===== src/rtl/repeater_fifo_rd_arbiter.sv =====
`default_nettype none
// ============================================================================
// Module  : repeater_fifo_rd_arbiter
// Brief   : Round-robin arbiter and burst sequencer for the repeater FIFO read port.
// Revision: 1.0
// ============================================================================
module repeater_fifo_rd_arbiter #(
  parameter int N_REQ   = 4,
  parameter int LEN_W   = 10,
  parameter int DAT_W   = 32,
  parameter int TIMEOUT = 255
) (
  input  logic                   clk_i,
  input  logic                   reset_i,
  input  logic [N_REQ-1:0]       req_i,
  input  logic [N_REQ*LEN_W-1:0] req_len_i,
  output logic [N_REQ-1:0]       gnt_o,
  input  logic                   fifo_empty_i,
  output logic                   fifo_rd_o,
  input  logic [DAT_W-1:0]       fifo_rd_dat_i,
  input  logic                   fifo_rd_dat_valid_i,
  output logic [DAT_W-1:0]       dat_o,
  output logic [N_REQ-1:0]       dat_valid_o,
  output logic [N_REQ-1:0]       done_o,
  output logic [N_REQ-1:0]       err_o
);

  localparam int PTR_W  = (N_REQ > 1) ? $clog2(N_REQ) : 1;
  localparam int CNT_W  = LEN_W + 1;
  localparam int ECNT_W = (TIMEOUT > 1) ? $clog2(TIMEOUT + 1) : 1;

  localparam logic [1:0] S_IDLE  = 2'd0;
  localparam logic [1:0] S_BURST = 2'd1;
  localparam logic [1:0] S_DRAIN = 2'd2;
  localparam logic [1:0] S_DONE  = 2'd3;

  logic [1:0]        state_q,      state_d;
  logic [PTR_W-1:0]  ptr_q,        ptr_d;
  logic [LEN_W-1:0]  len_q,        len_d;
  logic [CNT_W-1:0]  issued_q,     issued_d;
  logic [CNT_W-1:0]  rcvd_q,       rcvd_d;
  logic [ECNT_W-1:0] ecnt_q,       ecnt_d;
  logic              err_pend_q,   err_pend_d;
  logic [N_REQ-1:0]  gnt_q,        gnt_d;
  logic [DAT_W-1:0]  dat_q,        dat_d;
  logic [N_REQ-1:0]  dat_valid_q,  dat_valid_d;

  logic              pick_found;
  logic [PTR_W-1:0]  pick_idx;
  logic [PTR_W-1:0]  pick_nxt;
  logic [LEN_W-1:0]  pick_len;
  logic              more_to_issue;
  logic              rd_en;
  logic              vld_acc;
  logic              starving;
  logic              burst_full;
  logic              timed_out;

  // Round-robin search: first set request at or above ptr_q, wrapping.
  always_comb begin
    int k;
    int nx;
    pick_found = 1'b0;
    pick_idx   = '0;
    for (int i = 0; i < N_REQ; i++) begin
      k = int'(ptr_q) + i;
      if (k >= N_REQ) begin
        k = k - N_REQ;
      end
      if (!pick_found && req_i[k]) begin
        pick_found = 1'b1;
        pick_idx   = PTR_W'(k);
      end
    end
    nx = int'(pick_idx) + 1;
    if (nx >= N_REQ) begin
      nx = 0;
    end
    pick_nxt = PTR_W'(nx);
    pick_len = req_len_i[int'(pick_idx)*LEN_W +: LEN_W];
  end

  always_comb begin
    more_to_issue = (issued_q < {1'b0, len_q});
    rd_en         = (state_q == S_BURST) && more_to_issue && !fifo_empty_i;
    starving      = (state_q == S_BURST) && more_to_issue && fifo_empty_i;
    vld_acc       = fifo_rd_dat_valid_i && ((state_q == S_BURST) || (state_q == S_DRAIN));
    burst_full    = (rcvd_q == {1'b0, len_q});
    timed_out     = (ecnt_q == ECNT_W'(TIMEOUT));
  end

  // State register plus the burst datapath registers.
  always_ff @(posedge clk_i or posedge reset_i) begin
    if (reset_i) begin
      state_q     <= S_IDLE;
      ptr_q       <= '0;
      len_q       <= '0;
      issued_q    <= '0;
      rcvd_q      <= '0;
      ecnt_q      <= '0;
      err_pend_q  <= 1'b0;
      gnt_q       <= '0;
      dat_q       <= '0;
      dat_valid_q <= '0;
    end else begin
      state_q     <= state_d;
      ptr_q       <= ptr_d;
      len_q       <= len_d;
      issued_q    <= issued_d;
      rcvd_q      <= rcvd_d;
      ecnt_q      <= ecnt_d;
      err_pend_q  <= err_pend_d;
      gnt_q       <= gnt_d;
      dat_q       <= dat_d;
      dat_valid_q <= dat_valid_d;
    end
  end

  always_comb begin
    state_d = state_q;
    case (state_q)
      S_IDLE: begin
        if (pick_found) begin
          state_d = S_BURST;
        end
      end
      S_BURST: begin
        if (burst_full) begin
          state_d = S_DONE;
        end else if (timed_out) begin
          state_d = S_DRAIN;
        end
      end
      S_DRAIN: begin
        if (rcvd_q == issued_q) begin
          state_d = S_DONE;
        end
      end
      default: begin
        state_d = S_IDLE;
      end
    endcase
  end

  always_comb begin
    ptr_d       = ptr_q;
    len_d       = len_q;
    gnt_d       = gnt_q;
    err_pend_d  = err_pend_q;
    issued_d    = issued_q + CNT_W'(rd_en);
    rcvd_d      = rcvd_q + CNT_W'(vld_acc);
    ecnt_d      = ecnt_q;
    if (rd_en) begin
      ecnt_d = '0;
    end else if (starving && !timed_out) begin
      ecnt_d = ecnt_q + 1'b1;
    end
    dat_d       = vld_acc ? fifo_rd_dat_i : dat_q;
    dat_valid_d = vld_acc ? gnt_q : '0;

    case (state_q)
      S_IDLE: begin
        if (pick_found) begin
          gnt_d           = '0;
          gnt_d[pick_idx] = 1'b1;
          len_d           = pick_len;
          ptr_d           = pick_nxt;
          issued_d        = '0;
          rcvd_d          = '0;
          ecnt_d          = '0;
          err_pend_d      = 1'b0;
        end
      end
      S_BURST: begin
        if (!burst_full && timed_out) begin
          err_pend_d = 1'b1;
        end
      end
      S_DONE: begin
        gnt_d = '0;
      end
      default: begin
      end
    endcase
  end

  always_comb begin
    gnt_o       = gnt_q;
    fifo_rd_o   = rd_en;
    dat_o       = dat_q;
    dat_valid_o = dat_valid_q;
    done_o      = '0;
    err_o       = '0;
    if (state_q == S_DONE) begin
      if (err_pend_q) begin
        err_o = gnt_q;
      end else begin
        done_o = gnt_q;
      end
    end
  end

endmodule
`default_nettype wire

===== config.mk =====
export PLATFORM = sky130hd
export DESIGN_NAME = repeater_fifo_rd_arbiter
export DESIGN_NICKNAME = d
export VERILOG_FILES = /design/src/rtl/repeater_fifo_rd_arbiter.sv
export SDC_FILE = /design/constraint.sdc
export NUM_CORES = 1
export LEC_CHECK = 0
export BUFFER_PORTS_ARGS = -buffer_cell sky130_fd_sc_hd__buf_2
export CAP_MARGIN = 20
export CORE_MARGIN = 4
export CORE_UTILIZATION = 53
export CTS_CLUSTER_DIAMETER = 150
export DETAILED_ROUTE_END_ITERATION = 12
export GPL_ROUTABILITY_DRIVEN = 0
export HOLD_SLACK_MARGIN = 0.02
export PLACE_DENSITY = 0.78
export SLEW_MARGIN = 20
export SYNTH_ARGS = -nofsm -noshare
export SYNTH_HDL_FRONTEND = slang
export SYNTH_SLANG_ARGS = --single-unit

===== constraint.sdc =====
create_clock -name clk_i -period 3.6 [get_ports clk_i]
set_clock_uncertainty 0.2 [all_clocks]
set_input_delay 0.72 -clock clk_i [delete_from_list [all_inputs] [get_ports clk_i]]
set_output_delay 0.72 -clock clk_i [all_outputs]
set_load 0.02 [all_outputs]

* After elaboration in Yosys (flattened, before gate mapping) *
Cells that the tools add are included.

cells by class
  add/subtract/negate cells = 11
  multipliers = 1
  order comparisons = 12
  eq/ne operators = 10
  shift operators = 1
  mux-type cells = 50
  reduce and logical (&&, ||, !) cells = 24

operators by type and width
  kind                                                         number
  less-than comparator 32 x 4 -> 1 bit, second input constant  4
  2-to-1 mux 32 bit                                            4
  2-to-1 mux 11 bit                                            4
  indexed part select 40 x 7 -> 10 bit                         1
  2-to-1 mux 8 bit                                             4
  2-to-1 mux 4 bit                                             6
  adder 11 x 1 -> 11 bit                                       2
  2-to-1 mux 2 bit                                             9
  2-to-1 mux 1 bit                                             15
  >= comparator 3 bit, second input constant                   4
  subtractor 3 x 3 -> 4 bit, second input constant             3
  equality test 11 x 10 -> 1 bit                               1
  equality test 11 bit                                         1
  less-than comparator 11 x 10 -> 1 bit                        1
  logical AND 1 bit                                            10
  adder 8 x 1 -> 8 bit, second input constant                  1
  binary-select mux 1 bit (select 2 bit)                       4
  equality test 8 bit, second input constant                   1
  case mux 4 bit (2 select lines)                              1
  adder 2 x 1 -> 3 bit, second input constant                  2
  adder 2 x 2 -> 3 bit, second input constant                  2
  zero test 1 bit                                              6
  case mux 2 bit (3 select lines)                              1
  AND reduction 3 bit                                          2
  other kinds (16)                                             20

word-level totals
  flip-flop bits (word level) = 85
  input bits = 80
  output and inout bits = 49
  word-level logic and storage cells = 119

* Longest topological paths before layout *
  depth after elaboration = 21
  depth in mapped cells = 12

* Worst setup path after synthesis *
Ideal clock, no wire load.

  kind = register -> register
  from = register issued_q[8]
  to = register issued_q[10]
  setup time = 0.132 ns
  arrival = 2.737 ns
  setup slack = 0.531 ns
  stages on the path, launching flop included = 12
  path buffers = 1
  clock period less this slack = 3.069 ns
  cell sequence = dfrtp_1 -> ha_1 -> and4b_1 -> and2_1 -> a221oi_2 -> buf_2 -> and2_1 -> ha_1 -> ha_1 -> nand4_1 -> xor2_1 -> nor2_1

between the ends
  cells in the longest elaborated chain, start to end = 6

ends and longest elaborated chain
  item                                     RTL line  source
  start, declared                          40        logic [CNT_W-1:0] issued_q, issued_d;
  start signal, assigned                   109       issued_q <= issued_d;
  less-than comparator 11 x 10 -> 1 bit *  84        more_to_issue = (issued_q < {1'b0, len_q});
  logical AND 1 bit * (2 in a row)         85        rd_en = (state_q == S_BURST) && more_to_issue && !fifo_empty_i;
  via fifo_rd_o                            19        output logic fifo_rd_o,
  adder 11 x 1 -> 11 bit *                 150       issued_d = issued_q + CNT_W'(rd_en);
  2-to-1 mux 11 bit                        163       if (pick_found) begin
  2-to-1 mux 11 bit *                      161       case (state_q)
  via issued_d[10]                         40

Mark *: on every way through the listed nets, which the timed path passes. The rest lies on a longest branch.
A chain may end at the register's enable or synchronous reset.

* Worst setup path after layout *
  from = register issued_q[8]
  to = output fifo_rd_o

between the ends
  cells in the longest elaborated chain, start to end = 3

ends and longest elaborated chain
  item                                   RTL line
  less-than comparator 11 x 10 -> 1 bit  84
  logical AND 1 bit (2 in a row)         85
  end, declared                          19

No other way between the ends.

==> impl_metrics.yaml <==
worst_setup_path:
  critical_path_buf_inv_count: 2
  worst_setup_path_start_kind: "flip-flop"
  crit_slowest_cell: "dfrtp_1"
  path_class: "reg -> out"
  cp.depth: 7
  cp_max_fo: 17
  reg2reg_depth: 11
  crit_top_cell: "and2_1"
  crit_chain: "ha_1, and4b_1, and2_1, a221oi_2, buf_4, and2_1, buf_2"
  worstPathArrival_ns: 2.36
  cp_slowest_stage_delay_ns: 0.46
  rrSetupSlack_ns: 0.55
  critPathTopFamily: "simple AND/OR/NAND/NOR gates"
  cp-end-kind: "primary output"
  crit_required_ns: 2.68
synthesis:
  yosysMostFrequentCell: "dfrtp_1"
  yosysWarnings: 0
  ys_seq_elements: 85
  synth_fp_nets: 517
  syn_area_per_cell_um2: 11.0
  syn_inst: 415
  synth.area.top_cells: "dfrtp_1 (47%), mux2_2 (8.4%), ha_1 (6.0%)"
  synth-async-reset-ratio_pct: 100
  ys_seq_area_share_pct: 46.6
  yosysTopAreaCell: "dfrtp_1"
  ys.flop_type: "dfrtp_1"
  ys_types: 46
  synth_top_cells_by_count: "dfrtp_1 (85), mux2_2 (34), nor2_1 (26)"
  synth_top_area_share_pct: 46.6
  synth.cell_area_um2: 4560
  synth-edff-count: 0
detailed_routing:
  routed_wl_mm: 10.7
  post_drt_via_cell_ratio: 5.54
  vias: 3620
  wl_per_cell_um: 16.4
  dr.pass1.iters: 5
  drtIter0Drc: 204
  drc: 0
  final_antenna_net_count: 0
placed_design:
  portBuffers: 128
  place_ws_ns: 0.595
  hpwl_mm: 8.16
power_and_ir_drop:
  cellInternalPower_mw: 2.60
  pwr-share-clk_pct: 19.4
  pwr-share-comb_pct: 45.5
  p_total_mw: 4.28
  leakage_nw: 2.80
  ir_drop_v: 0.000375
  p_per_area_nw_per_um2: 770
  pwr-share-seq_pct: 35.1
  netSwitchingPower_mw: 1.68
  switching_share_pct: 39.2
status:
  outcome: "finished clean"
floorplan:
  num_rows: 33
  die_h_um: 101
  initial_core_util_pct: 55.0
  pin_count: 129
  die_x_um: 101
  coreArea_um2: 8300
  dieArea_um2: 10200
global_route:
  grtUsageTotal_pct: 21.9
  antenna_found_initial: 0
  grt_first_pass_wirelength_mm: 17.7
  grt_pass1_vias: 3667
  grt_max_degree: 52
  grt_overflow: 0
sta:
  rsz0062_at_grt: "false"
  tightest_slew_ns: 0.879
  hold_viol_final: 0
  setup_viol: 0
  postLayoutSetupSlackWorst_ns: 0.319
  slew_headroom_pct: 41.3
  min_period_over_period_pct: 91.1
  slew_violations: 0
  fmax_mhz: 305
  fin_crit_ns: 3.28
  fin_tns_setup_ns: 0
worst_hold_path:
  hp-class: "reg -> reg"
  hold_depth: 1
layout:
  num-fill-cells: 644
  drive_above_1_share_pct: 34.7
  fin_nets: 645
  antenna_cells: 0
  area_growth_pct: 21.9
job:
  cap_viol_max_count: 0
cts:
  clk-insertion-delay-late_ns: 0.36
  cts_made_buffers: 9
  cts_hold_buf: 0
  clk_pin_slew_ns: 0.09
  clkSinkCount: 85
  htreeDepth: 3
  cts_tree: "built"
  cts_post_setup_buffers_inserted: 0
  cts-root-buf: "clkbuf_8"
  cts_buffer_depth: 2
  cts_resized: 0
-- worst register-to-register path, stage by stage, from the launching register on --
cell      delay [ns]
dfrtp_1         0.46
ha_1            0.32
and4b_1         0.21
and2_1          0.15
a221oi_2        0.27
buf_4           0.24
and2_1          0.18
ha_1            0.25
ha_1            0.29
nand4_1         0.15
xor2_1          0.16
nor2_1          0.05
-- kinds of logic after synthesis --
family,share of synthesized area [%]
fa+ha+maj,6.03
mux,12.8
compound gates,10.1
buf+inv,3.57
simple gates,14.0
flops,46.6
xor+xnor,6.91
-- state kept, by name, summed over array words and instances, names as in the netlist --
| name | flops |
|---|---|
| dat_valid_o | 4 |
| ecnt_q | 8 |
| state_q | 2 |
| ptr_q | 2 |
| len_q | 10 |
| gnt_o | 4 |
| dat_o | 32 |
| issued_q | 11 |
| rcvd_q | 11 |
| err_pend_q | 1 |
-- cells in the final DEF (no fill, tap or decap), types with 13 or more instances in the layout --
cell type	instances
buf_2	128
dfrtp_1	85
mux2_2	34
nor2_1	26
xor2_1	23
ha_1	22
inv_1	20
mux2i_1	20
nand2_1	18
nand3_1	16
a21oi_1	14
xnor2_1	13
-- power groups by stage --
stage	Clock, mW	Combinational [mW]	Sequential (mW)
after floorplan	0	1.16	1.73
after global placement	0	1.89	1.50
after detailed placement	0	1.95	1.52
after CTS	0.844	1.96	1.50
after global routing	0.888	2.14	1.54
final	0.830	1.95	1.50
-- per-layer routing --
layer  global-route usage [%]  routed length, µm  up-vias  part of all wire [%]
li1                         -                  -     1743                     -
met5                        0                  0        -                     0
met4                     5.70                134        0                   1.2
met3                     5.19                891       11                   8.3
met2                     35.5               5000      130                    47
met1                     29.7               4700     1736                    44
-- final timing paths --
path / from / end
min: dat_o[4]$_DFFE_PP0P_ / dat_o[4]$_DFFE_PP0P_
max in group asynchronous: reset_i / ecnt_q[2]$_DFF_PP0_
max reg2reg: issued_q[8]$_DFF_PP0_ / issued_q[10]$_DFF_PP0_
min in group asynchronous: reset_i / dat_o[1]$_DFFE_PP0P_
max: issued_q[8]$_DFF_PP0_ / fifo_rd_o
min reg2reg: dat_o[4]$_DFFE_PP0P_ / dat_o[4]$_DFFE_PP0P_
-- metrics by stage --
step           utilization, %  instance area, µm²  hold WS [ns]  instances
5_1_grt                  67.0                5560         0.317        653
6_report                 67.0                5560         0.309        653
3_3_place_gp             64.0                5310         0.281        637
4_1_cts                  67.0                5560         0.311        653
3_5_place_dp             64.0                5310         0.289        637
2_1_floorplan               -                4560         0.263        415
-- area by class of cell --
cell class	count	area, µm²	share of cell area [%]
repair buffers	135	693	12.5
inverters	22	83.8	1.51
flip-flops and latches	85	2130	38.3
clock inverters	7	128	2.30
multi-input cells	290	2270	40.9
well taps	105	131	2.36
clock buffers	9	124	2.23
(Power assumes the default switching activity.)
